`config.mk`:
```
export PLATFORM = sky130hd
export DESIGN_NAME = rdx_bank_wr_cta
export DESIGN_NICKNAME = d
export VERILOG_FILES = /design/src/rtl/rdx_bank_wr_cta_pkg.sv /design/src/rtl/rdx_bank_wr_cta_msb_index.sv /design/src/rtl/rdx_bank_wr_cta.sv
export SDC_FILE = /design/constraint.sdc
export NUM_CORES = 1
export LEC_CHECK = 0
export BUFFER_PORTS_ARGS = -buffer_cell sky130_fd_sc_hd__buf_2
export CORE_AREA = 2 2 197 199
export CTS_CLUSTER_SIZE = 10
export DETAILED_ROUTE_END_ITERATION = 10
export DIE_AREA = 0 0 199 201
export GPL_ROUTABILITY_DRIVEN = 0
export PLACE_DENSITY = 0.67
export SYNTH_ARGS = -nofsm -noshare
export SYNTH_HDL_FRONTEND = slang
export SYNTH_HIERARCHICAL = 1
export SYNTH_SLANG_ARGS = --single-unit
```
`constraint.sdc`:
```
create_clock -name clk -period 3.2 [get_ports clk]
set_input_delay 0.16 -clock clk [delete_from_list [all_inputs] [get_ports clk]]
set_output_delay 0.16 -clock clk [all_outputs]
set_load 0.02 [all_outputs]
```
`src/rtl/rdx_bank_wr_cta_pkg.sv`:
```
// Shared types and constants for the CTA FFT bank-write stage.
// Holds the FSM encoding, the lane count, the legal radix range and the factor clamp.
package rdx_bank_wr_cta_pkg;

  typedef enum logic [1:0] {StIdle, StRun, StDone} state_e;

  localparam int unsigned NLanes     = 5;
  localparam int unsigned FactorMin  = 2;
  localparam int unsigned FactorMax  = 5;
  localparam int unsigned WDataInOut = 18;
  localparam int unsigned WBitsUsed  = 5;

  function automatic logic [2:0] clamp_factor(input logic [2:0] f);
    if (f < 3'(FactorMin)) return 3'(FactorMin);
    if (f > 3'(FactorMax)) return 3'(FactorMax);
    return f;
  endfunction

  function automatic logic factor_illegal(input logic [2:0] f);
    return (f < 3'(FactorMin)) || (f > 3'(FactorMax));
  endfunction

endpackage

```
`src/rtl/rdx_bank_wr_cta_msb_index.sv`:
```
// Priority encoder: returns (index of highest set bit)+1, or 0 for an all-zero vector.
module rdx_bank_wr_cta_msb_index #(
  parameter int unsigned Width = 18,
  parameter int unsigned OutW  = 5
) (
  input  logic [Width-1:0] vec_i,
  output logic [OutW-1:0]  idx_o
);

  always_comb begin
    idx_o = '0;
    for (int i = 0; i < Width; i++) begin
      if (vec_i[i]) idx_o = OutW'(i + 1);
    end
  end

endmodule

```
`src/rtl/rdx_bank_wr_cta.sv`:
```
// Bank write stage of the mixed-radix CTA FFT: registers twiddled lanes onto five bank
// write ports, counts beats per stage, flags protocol errors and measures headroom.
module rdx_bank_wr_cta
  import rdx_bank_wr_cta_pkg::*;
#(
  parameter int unsigned wDataInOut = 18,
  parameter int unsigned wAddr      = 12,
  parameter int unsigned wCnt       = 12
) (
  input  logic                         clk,
  input  logic                         rst_n,
  input  logic                         stage_start,
  input  logic [2:0]                   factor,
  input  logic [wCnt-1:0]              grp_num,
  input  logic                         in_val,
  input  logic signed [wDataInOut-1:0] din_real [NLanes],
  input  logic signed [wDataInOut-1:0] din_imag [NLanes],
  input  logic [wAddr-1:0]             addr_in  [NLanes],
  output logic [NLanes-1:0]            wr_en,
  output logic [wAddr-1:0]             wr_addr  [NLanes],
  output logic signed [wDataInOut-1:0] wr_real  [NLanes],
  output logic signed [wDataInOut-1:0] wr_imag  [NLanes],
  output logic                         busy,
  output logic                         stage_done,
  output logic [WBitsUsed-1:0]         bits_used,
  output logic                         err
);

  state_e                  state_q, state_d;
  logic [2:0]              factor_q, factor_d;
  logic [wCnt-1:0]         grp_q, grp_d, cnt_q, cnt_d;
  logic [wDataInOut-1:0]   acc_q, acc_d, acc_beat, beat_m;
  logic [WBitsUsed-1:0]    bits_q, bits_d, msb_idx;
  logic                    err_q, err_d;
  logic [NLanes-1:0]       lane_act, wr_en_q, wr_en_d;
  logic [wAddr-1:0]        wr_addr_q [NLanes];
  logic [wDataInOut-1:0]   wr_real_q [NLanes];
  logic [wDataInOut-1:0]   wr_imag_q [NLanes];

  // Sign-folded magnitude: leading sign copies become zeros, so the top set bit is headroom.
  function automatic logic [wDataInOut-1:0] fold(input logic [wDataInOut-1:0] x);
    return x ^ {wDataInOut{x[wDataInOut-1]}};
  endfunction

  always_comb begin
    beat_m = '0;
    for (int i = 0; i < NLanes; i++) begin
      lane_act[i] = (i < int'(factor_q));
      if (lane_act[i]) beat_m = beat_m | fold(din_real[i]) | fold(din_imag[i]);
    end
    acc_beat = acc_q | beat_m;
  end

  rdx_bank_wr_cta_msb_index #(
    .Width (wDataInOut),
    .OutW  (WBitsUsed)
  ) u_msb_index (
    .vec_i (acc_beat),
    .idx_o (msb_idx)
  );

  // State register plus all stage bookkeeping
  always_ff @(posedge clk or negedge rst_n) begin
    if (!rst_n) begin
      state_q  <= StIdle;
      factor_q <= '0;
      grp_q    <= '0;
      cnt_q    <= '0;
      acc_q    <= '0;
      bits_q   <= '0;
      err_q    <= 1'b0;
      wr_en_q  <= '0;
      for (int i = 0; i < NLanes; i++) begin
        wr_addr_q[i] <= '0;
        wr_real_q[i] <= '0;
        wr_imag_q[i] <= '0;
      end
    end else begin
      state_q  <= state_d;
      factor_q <= factor_d;
      grp_q    <= grp_d;
      cnt_q    <= cnt_d;
      acc_q    <= acc_d;
      bits_q   <= bits_d;
      err_q    <= err_d;
      wr_en_q  <= wr_en_d;
      if (in_val) begin
        for (int i = 0; i < NLanes; i++) begin
          wr_addr_q[i] <= addr_in[i];
          wr_real_q[i] <= din_real[i];
          wr_imag_q[i] <= din_imag[i];
        end
      end
    end
  end

  // Next state: stage_start wins in every state and drops any coincident beat
  always_comb begin
    state_d  = state_q;
    factor_d = factor_q;
    grp_d    = grp_q;
    cnt_d    = cnt_q;
    acc_d    = acc_q;
    bits_d   = bits_q;
    err_d    = err_q;
    if (stage_start) begin
      state_d  = StRun;
      factor_d = clamp_factor(factor);
      grp_d    = (grp_num == '0) ? wCnt'(1) : grp_num;
      cnt_d    = '0;
      acc_d    = '0;
      if (state_q == StRun || in_val || factor_illegal(factor) || grp_num == '0) err_d = 1'b1;
    end else begin
      unique case (state_q)
        StRun: begin
          if (in_val) begin
            acc_d = acc_beat;
            cnt_d = cnt_q + wCnt'(1);
            if (cnt_q == grp_q - wCnt'(1)) begin
              state_d = StDone;
              bits_d  = msb_idx;
            end
          end
        end
        StDone: begin
          state_d = StIdle;
          if (in_val) err_d = 1'b1;
        end
        default: begin
          if (in_val) err_d = 1'b1;
        end
      endcase
    end
  end

  // Outputs
  always_comb begin
    wr_en_d = '0;
    if (state_q == StRun && in_val && !stage_start) wr_en_d = lane_act;
    busy       = (state_q == StRun);
    stage_done = (state_q == StDone);
  end

  assign wr_en     = wr_en_q;
  assign bits_used = bits_q;
  assign err       = err_q;

  always_comb begin
    for (int i = 0; i < NLanes; i++) begin
      wr_addr[i] = wr_addr_q[i];
      wr_real[i] = wr_real_q[i];
      wr_imag[i] = wr_imag_q[i];
    end
  end

endmodule

```
======== Word-level counts from Yosys, hierarchy flattened ========
Cells that the tools add are included.
storage, ports and cells
  flip-flop bits (word level) ............. 298
  bits in latches ......................... 0
  bits in writable memories ............... 0
  memory bits (read-only) ................. 0
  input port bits ......................... 259
  output and inout port bits .............. 253
  logic and storage cells ................. 123
  memories ................................ 0
operators by class
  $add $sub $neg .......................... 2
  multiply operators ...................... 0
  divide/modulo/power cells ............... 0
  order comparisons ....................... 7
  eq/ne operators ......................... 7
  shift-type cells ........................ 0
  muxes and demuxes ....................... 48
  bitwise logic cells ..................... 21
  reductions and logical operators ........ 15
operators by type and width
  cell                     count
  $or A18 B18 Y18          10
  $xor A18 B18 Y18         10
  $mux W18                 8
  $mux W12                 4
  $mux W4                  8
  $mux W3                  8
  $mux W5                  4
  $add A12 B1 Y12 const B  1
  $eq A12 B12 Y1           1
  $logic_not A12 Y1        1
  $sub A12 B1 Y12 const B  1
  $mux W1                  10
  $mux W2                  5
  $lt A1 B3 Y1 const A     2
  $lt A2 B3 Y1 const A     2
  $reduce_and A3 Y1        2
  $logic_or A1 B1 Y1       4
  $pmux W2 S2              1
  $reduce_and A4 Y1        1
  $reduce_bool A2 Y1       2
  $gt A3 B3 Y1 const B     1
  $lt A3 B2 Y1 const B     1
  $lt A3 B3 Y1 const A     1
  $ne A3 B2 Y1 const B     1
  10 further kinds         11

======== Logic depth before layout (Yosys ltp) ========
Gate-level depths: netlist of the first run.
  depth in word-level cells ............... 34
  mapped depth ............................ 12
  depth with buffers taken out ............ 10

======== By module ========
The synthesis of the first run kept the hierarchy.
modules (own cells, without submodules)
  module                     times used  cells an instance  area an instance (um2)  seq. area each (um2)
  rdx_bank_wr_cta            1           1,105              13,982.2                7,432.1
  rdx_bank_wr_cta_msb_index  1           30                 165.2                   0.0

======== Least setup slack after synthesis of the first run ========
No wires, ideal clock.
  path kind ............................... reg2reg
  start ................................... register factor_q[2]
  end ..................................... register bits_q[1], in the netlist bits_used[1]
  library setup time ...................... 125 ps
  data arrival time ....................... 2,615 ps
  data required time ...................... 3,075 ps
  slack ................................... 460 ps
  stages on the path, launching flop included .. 12
  buffers on the path ..................... 2
  period minus slack after synthesis ...... 2,740 ps
  path through ............................ dfrtp_1 > clkbuf_1 > nor3_1 > clkbuf_1 > o22ai_1 > nor4_1 > inv_1 > nor4_1 > o31ai_1 > o311ai_0 > a21oi_1 > mux2_4
on the way
  elaborated cells between the ends (all ways) .. 36
  those cells by class .................... order compare: 5; mux: 22; bitwise: 9
RTL lines
  item                           RTL line                         text
  start: declaration             rdx_bank_wr_cta.sv:30            logic [2:0] factor_q, factor_d;
  start signal: assignment       rdx_bank_wr_cta.sv:80            factor_q <= factor_d;
  $lt A1 B3 Y1                   rdx_bank_wr_cta.sv:48            lane_act[i] = (i < int'(factor_q));
  $mux W18                       rdx_bank_wr_cta.sv:49            if (lane_act[i]) beat_m = beat_m | fold(din_real[i]) | fold(din_imag[i]);
  $or A18 B18 Y18 (2 in series)  rdx_bank_wr_cta.sv:49
  $mux W18                       rdx_bank_wr_cta.sv:49
  $or A18 B18 Y18 (2 in series)  rdx_bank_wr_cta.sv:49
  $mux W18                       rdx_bank_wr_cta.sv:49
  $or A18 B18 Y18 (2 in series)  rdx_bank_wr_cta.sv:49
  $mux W18                       rdx_bank_wr_cta.sv:49
  $or A18 B18 Y18 (2 in series)  rdx_bank_wr_cta.sv:49
  $mux W18 (*)                   rdx_bank_wr_cta.sv:49
  $or A18 B18 Y18 (*)            rdx_bank_wr_cta.sv:51            acc_beat = acc_q | beat_m;
  named net acc_beat[10]         rdx_bank_wr_cta.sv:32            logic [wDataInOut-1:0] acc_q, acc_d, acc_beat, beat_m;
  $mux W4 (*) (5 in series)      rdx_bank_wr_cta_msb_index.sv:13  if (vec_i[i]) idx_o = OutW'(i + 1);
  $mux W5 (*) (3 in series)      rdx_bank_wr_cta_msb_index.sv:13
  named net msb_idx[1]           rdx_bank_wr_cta.sv:33            logic [WBitsUsed-1:0] bits_q, bits_d, msb_idx;
  end signal: assignment         rdx_bank_wr_cta.sv:84            bits_q <= bits_d;
  end: declaration               rdx_bank_wr_cta.sv:33
The timed path passes the listed nets; every way through them passes the cells marked *.
A chain may end at the register's enable or synchronous reset.

======== Worst setup path in the final report of the first run ========
  start ................................... register factor_q[2]
  end ..................................... register bits_q[1], in the netlist bits_used[1]
on the way
  elaborated cells between the ends (all ways) .. 36
  those cells by class .................... order compare: 5; mux: 22; bitwise: 9
RTL lines
  item                           RTL line
  $lt A1 B3 Y1                   rdx_bank_wr_cta.sv:48
  $mux W18                       rdx_bank_wr_cta.sv:49
  $or A18 B18 Y18 (2 in series)  rdx_bank_wr_cta.sv:49
  $mux W18                       rdx_bank_wr_cta.sv:49
  $or A18 B18 Y18 (2 in series)  rdx_bank_wr_cta.sv:49
  $mux W18                       rdx_bank_wr_cta.sv:49
  $or A18 B18 Y18 (2 in series)  rdx_bank_wr_cta.sv:49
  $mux W18                       rdx_bank_wr_cta.sv:49
  $or A18 B18 Y18 (2 in series)  rdx_bank_wr_cta.sv:49
  $mux W18 (*)                   rdx_bank_wr_cta.sv:49
  $or A18 B18 Y18 (*)            rdx_bank_wr_cta.sv:51
  named net acc_beat[5]          rdx_bank_wr_cta.sv:32
  $mux W3 (*) (2 in series)      rdx_bank_wr_cta_msb_index.sv:13
  $mux W4 (*) (8 in series)      rdx_bank_wr_cta_msb_index.sv:13
  $mux W5 (*) (3 in series)      rdx_bank_wr_cta_msb_index.sv:13
  named net msb_idx[1]           rdx_bank_wr_cta.sv:33
Marked as above.

==> qor.yml, run 1 <==
outcome: "completed"
synth.area.mux_share_pct: 21.22
reg2reg_setup_slack_ns: 0.25
tightest_slew_ns: 0.9442
ys.flop_type: "dfrtp_1"
post-route-min-period_ns: 2.945
area_growth_pct: 47.25
synth_seq_area_share_pct: 52.53
hold_path_class: "input port to flop"
crit_arrival_ns: 3.38
n_antenna_cell: 0
p_total_mw: 10.73
nets: 2143
clockRootBuffer: "clkbuf_16"
clock_sinks: 297
synthCells: 1135
synth_fa_ha_area_share_pct: 0.3538
reg2reg_depth: 10
path_class: "flop to flop"
min_delay_path_depth: 2
synth_top_cell_area_share_pct: 52.53
cp_top_family: "simple AND/OR/NAND/NOR gates"
dieArea_um2: 40000
hp-start: "din_imag[71]"
die_h_um: 201
leakage_nw: 9.522
hold_violations: 0
clk_pin_slew_ns: 0.05
wl_per_cell_um: 22.84
crit_buf_inv: 1
power_density_nw_per_um2: 514.9
yosys.area_share.simple_pct: 5.581
final_max_slew_viol_count: 0
cp_max_fo: 16
mappedNetlistArea_um2: 14150
port-buffer-count: 511
maxCapViolCount: 0
peakVddDrop_mv: 0.4026
cp-end-kind: "flop"
coreArea_um2: 38110
async_reset_ff_share_pct: 100.0
ys_warn_count: 6
timing.rr.end: "bits_used[1]$_DFFE_PN0P_"
fin_skew_ns: 0.02092
ant_nets: 0
synthXorXnorAreaFrac_pct: 12.01
synth.distinct_cells: 58
synth_area_leader_cell: "dfrtp_1"
setup_ws_ns: 0.2545
regToRegStartpoint: "factor_q[2]$_DFFE_PN0P_"
grt_max_degree: 129
slew_headroom_pct: 37.05
grt_pass1_vias: 12852
cts_buffers: 38
fin_util_pct: 54.67
vias: 12172
clock_path_buffers: 3
via_per_inst: 5.038
drc: 0
grt.overflow.total: 0
track_usage_pct: 27.44
ios: 512
clkLatencyLatePin_ns: 0.56
rsz0062_at_grt: "no"
fmax_mhz: 339.5
drt_pass1_iterations: 4
synth_area_per_cell_um2: 12.46
grt_pass1_wl_um: 80980
antenna_found_initial: 0
synth_area_leaders: "dfrtp_1 (53%), mux2_2 (20%), xor2_1 (6.1%)"
drtIter0Drc: 820
synth_top_family_by_area: "multiplexers"
synth_edf_count: 0
cts_max_level: 2
wirelength_um: 55190
max_stage_delay_ns: 0.56
rows: 72
drive_above_1_share_pct: 44.57
start_util_pct: 37.13
cp_cell_sequence: "nor3_2 -> buf_4 -> a21oi_1 -> nor4_1 -> o221ai_1 -> nor4_1 -> o31ai_1 -> o311ai_0 -> a21oi_1 -> mux2_4"
post-place-ws_ns: 0.3536
critPathSlowestCell: "dfrtp_1"
finalSetupTns_ns: 0
dpl.hpwl_um: 40130
cts_resized: 0
crit_required_ns: 3.63
setup_viol: 0
die_x_um: 199
synth-compound-area-share_pct: 5.651
cts_tree: "yes"
fin_crit_sh_pct: 92.05
min_to: "wr_imag[71]$_DFFE_PN0P_"
fill_cells: 3194
critPathLaunchType: "flop"
synth-seq-cells: 297
-- layout by cell type, fill, tap and decap left out, types with 2 or more instances in the layout --
| master | n |
|---|---|
| buf_2 | 509 |
| dfrtp_1 | 297 |
| mux2_2 | 251 |
| dlygate4sd3_1 | 244 |
| xor2_1 | 99 |
| xnor2_1 | 95 |
| nor2_1 | 77 |
| a21oi_1 | 45 |
| clkbuf_16 | 38 |
| nor4_1 | 23 |
| inv_1 | 22 |
| o21ai_0 | 21 |
| nand2_1 | 15 |
| buf_4 | 14 |
| o22ai_1 | 12 |
| a31oi_1 | 10 |
| mux2i_1 | 10 |
| a211oi_1 | 10 |
| clkbuf_1 | 10 |
| nand4_1 | 7 |
| nand3_1 | 6 |
| o221ai_1 | 6 |
| nor3_1 | 6 |
| mux2_4 | 5 |
| clkbuf_8 | 5 |
| or3_1 | 4 |
| ha_1 | 4 |
| buf_12 | 4 |
| conb_1 | 4 |
| nand2b_1 | 3 |
| nor3_2 | 2 |
| nor2b_1 | 2 |
| inv_6 | 2 |
| clkinv_2 | 2 |
| buf_8 | 2 |
-- repair_timing --
action                                 in CTS  in global routing
setup buffers                               0                  0
hold buffers                              244                  0
endpoints found under the hold margin     319                  0
setup endpoints to repair                   0                  0
-- cell usage after synthesis (all sizes together), types with 7 or more instances --
library cell	instances
dfrtp	297
mux2	256
xor2	99
xnor2	95
nor2	77
clkbuf	60
a21oi	46
nor4	23
o21ai	23
inv	22
nand2	15
o22ai	12
a211oi	11
buf	11
a31oi	10
mux2i	10
nor3	9
nand4	7
-- state kept, by name, indices dropped and copies added, names as in the netlist --
name / cells
acc_q: 17
bits_used: 5
cnt_q: 12
err: 1
factor_q: 3
grp_q: 12
state_q: 2
wr_addr: 60
wr_en: 5
wr_imag: 90
wr_real: 90
-- cell families (layout without fill, tap and decap cells) --
group                      count (synthesis)  in the layout
buffers and inverters                     93            853
other                                      1              4
DFF                                      297            297
adders and majority gates                  4              4
AOI/OAI and AO/OA                        124            124
muxes                                    266            266
and+or+nand+nor                          156            156
xor gates and xnor gates                 194            194
-- cell type report --
class                      count  area, um^2  share of cell area [%]
clock buffer                  53        1057                   5.075
clock inverter                 5       43.79                  0.2102
inverter                      22       82.58                  0.3964
multi-input combinational    748        6364                   30.55
sequential                   297        7432                   35.68
tap                          518       648.1                   3.111
timing repair buffer         773        5205                   24.98
-- per-stage QoR --
| step | instances | instance area, um^2 | hold slack (ns) |
|---|---|---|---|
| 2_1_floorplan | 1138 | 14160 | -0.1356 |
| 3_3_place_gp | 2114 | 17290 | 0.2055 |
| 3_5_place_dp | 2114 | 17290 | 0.1997 |
| 4_1_cts | 2416 | 20830 | 0.08262 |
| 5_1_grt | 2416 | 20830 | 0.08285 |
| 6_report | 2416 | 20830 | 0.09628 |
-- worst max path at each step --
stage / to / cells after the start / start
finish: bits_used[1]$_DFFE_PN0P_ / 10 / factor_q[2]$_DFFE_PN0P_
global route: bits_used[1]$_DFFE_PN0P_ / 10 / factor_q[2]$_DFFE_PN0P_
floorplan: bits_used[1]$_DFFE_PN0P_ / 11 / factor_q[2]$_DFFE_PN0P_
CTS: bits_used[1]$_DFFE_PN0P_ / 10 / factor_q[2]$_DFFE_PN0P_
detailed placement: bits_used[0]$_DFFE_PN0P_ / 8 / factor_q[2]$_DFFE_PN0P_
global placement: bits_used[0]$_DFFE_PN0P_ / 8 / grp_q[0]$_DFFE_PN0P_
-- routing by layer --
metal	track usage, %	wire length (um)	vias to the layer above
li1	-	-	5444
met5	0	0	-
met2	47.80	28040	522
met1	31.53	20900	6061
met4	14.13	3118	0
met3	5.847	3128	145
-- power by group --
| part | leakage, nW | total (mW) | internal (mW) | switching (mW) |
|---|---|---|---|---|
| clock | 0.540 | 3.92 | 2.28 | 1.63 |
| combinational | 5.45 | 2.48 | 1.06 | 1.43 |
| sequential | 3.53 | 4.33 | 4.11 | 0.218 |
| total | 9.52 | 10.7 | 7.45 | 3.28 |
Power figures use the tool's default switching activity.
==> run 2, diff against run 1 <==
--- a/config.mk
+++ b/config.mk
@@ -7,6 +7,7 @@
 export LEC_CHECK = 0
 export BUFFER_PORTS_ARGS = -buffer_cell sky130_fd_sc_hd__buf_2
 export CORE_AREA = 2 2 197 199
+export CTS_BUF_LIST = sky130_fd_sc_hd__clkbuf_4 sky130_fd_sc_hd__clkbuf_8 sky130_fd_sc_hd__clkbuf_16
 export CTS_CLUSTER_SIZE = 10
 export DETAILED_ROUTE_END_ITERATION = 10
 export DIE_AREA = 0 0 199 201
==> qor.yml, run 2 (synthesis results as in run 1) <==
grt_pass1_wl_um: 81030  # was 80980 um
tightest_slew_ns: 0.9625  # was 0.9442 ns
peakVddDrop_mv: 0.3943  # was 0.4026 mV
die_x_um: 199  # unchanged
ios: 512  # unchanged
cp-end-kind: "flop"  # unchanged
final_max_slew_viol_count: 0  # unchanged
power_density_nw_per_um2: 518.4  # was 514.9 nW/um^2
crit_required_ns: 3.69  # was 3.63 ns
finalHoldWorstSlack_ns: 0.09802  # was 0.09628 ns
nets: 2143  # unchanged
area_growth_pct: 47.52  # was 47.25%
cts_max_level: 2  # unchanged
cp_cell_sequence: "nor3_2 -> buf_4 -> a31oi_1 -> nor4_1 -> inv_1 -> nor4_1 -> o41ai_1 -> a21oi_1 -> mux2_4"  # was nor3_2 -> buf_4 -> a21oi_1 -> nor4_1 -> o221ai_1 -> nor4_1 -> o31ai_1 -> o311ai_0 -> a21oi_1 -> mux2_4
mostFrequentLayoutCells: "buf_2 (509), dfrtp_1 (297), mux2_2 (251), dlygate4sd3_1 (244), xor2_1 (99)"  # unchanged
p_total_mw: 10.82  # was 10.73 mW
reg2reg_setup_slack_ns: 0.22  # was 0.25 ns
ant_nets: 0  # unchanged
fmax_mhz: 335.9  # was 339.5 MHz
drt_pass1_iterations: 7  # was 4
setup_viol: 0  # unchanged
cp.depth: 9  # was 10
clk_pin_slew_ns: 0.05  # about the same
grt_max_degree: 129  # unchanged
outcome: "completed"  # unchanged
rsz0062_at_grt: "no"  # unchanged
antenna_found_initial: 0  # unchanged
grt.overflow.total: 0  # unchanged
dieArea_um2: 40000  # unchanged
cp_max_fo: 16  # unchanged
fin_crit_sh_pct: 93.03  # was 92.05%
dpl.hpwl_um: 40130  # unchanged
cts_buffers: 38  # unchanged
layout.area.seq_um2: 7432  # unchanged
track_usage_pct: 27.45  # was 27.44%
n_antenna_cell: 0  # unchanged
cts_tree: "yes"  # unchanged
crit_arrival_ns: 3.46  # was 3.38 ns
clock_sinks: 297  # unchanged
vias: 12159  # was 12172
post-route-min-period_ns: 2.977  # was 2.945 ns
mostFrequentLayoutCell: "buf_2"  # unchanged
post-cts-setup-buffer-count: 0  # unchanged
fill_cells: 3185  # was 3194
leakage_nw: 9.556  # was 9.522 nW
min_delay_path_depth: 2  # unchanged
hold_path_class: "input port to flop"  # unchanged
clock_path_buffers: 3  # unchanged
port-buffer-count: 511  # unchanged
hold_violations: 0  # unchanged
fin_skew_ns: 0.02268  # was 0.02092 ns
multi_input_area_um2: 6364  # unchanged
clockRootBuffer: "clkbuf_16"  # unchanged
fin_cells: 2416  # unchanged
maxCapViolCount: 0  # unchanged
wirelength_um: 55180  # was 55190 um
drc: 0  # unchanged
critPathSlowestCell: "nor4_1"  # was dfrtp_1
die_h_um: 201  # unchanged
crit_buf_inv: 2  # was 1
slew_headroom_pct: 35.83  # was 37.05%
path_common_cell: "nor4_1"
clkLatencyLatePin_ns: 0.56  # about the same
drive_above_1_share_pct: 45.10  # was 44.57%
start_util_pct: 37.13  # unchanged
coreArea_um2: 38110  # unchanged
path_class: "flop to flop"  # unchanged
fin_util_pct: 54.77  # was 54.67%
dp_cells: 2114  # unchanged
cp_top_family: "simple AND/OR/NAND/NOR gates"  # unchanged
drtIter0Drc: 785  # was 820
finalSetupTns_ns: 0  # unchanged
wl_per_cell_um: 22.84  # about the same
rows: 72  # unchanged
max_stage_delay_ns: 0.61  # was 0.56 ns
cts_resized: 0  # unchanged
reg2reg_depth: 9  # was 10
critPathLaunchType: "flop"  # unchanged
grt_pass1_vias: 12886  # was 12852
via_per_inst: 5.033  # was 5.038
run 2: cell counts in the layout (fill, tap and decap cells not counted):
Identical to the previous run, type by type.
run 2: per-layer routing:
metal	vias to the layer above	track usage, %	wire length, um
met5	-	0	0
li1	5441	-	-
met2	505	47.70	27960
met4	0	14.37	3122
met1	6066	31.45	20920
met3	147	6.032	3169
run 2: repair_timing:
item,4_1_cts,5_1_grt
endpoints found under the hold margin,319,0
endpoints found under the setup margin,0,0
hold buffers,244,0
run 2: area by class of cell:
class | instances | share of cell area, %
sequential | 297 | 35.61
tap | 518 | 3.106
multi-input combinational | 748 | 30.49
timing repair buffer | 773 | 24.94
clock inverter | 5 | 0.2098
clock buffer | 53 | 5.246
inverter | 22 | 0.3957
run 2: final timing paths:
check                                      endpoint                    start
setup / recovery           bits_used[2]$_DFFE_PN0P_  factor_q[2]$_DFFE_PN0P_
setup reg to reg           bits_used[2]$_DFFE_PN0P_  factor_q[2]$_DFFE_PN0P_
hold / removal              wr_imag[71]$_DFFE_PN0P_             din_imag[71]
max in group asynchronous   wr_imag[72]$_DFFE_PN0P_                    rst_n
min in group asynchronous      grp_q[6]$_DFFE_PN0P_                    rst_n
hold reg to reg                     err$_DFFE_PN0P_          err$_DFFE_PN0P_
run 2: per-stage QoR:
stage	area, um^2	worst slack [ns]
floorplan	14160	0.4605
global placement	17290	0.4469
detailed placement	17290	0.3536
CTS	20870	0.3366
global route	20870	0.02197
finish	20870	0.2229
run 2: power by group:
part	total (mW)	internal, mW	switching (mW)
combinational	2.48	1.06	1.43
clock	4.01	2.37	1.64
sequential	4.32	4.11	0.216
total	10.8	7.53	3.29
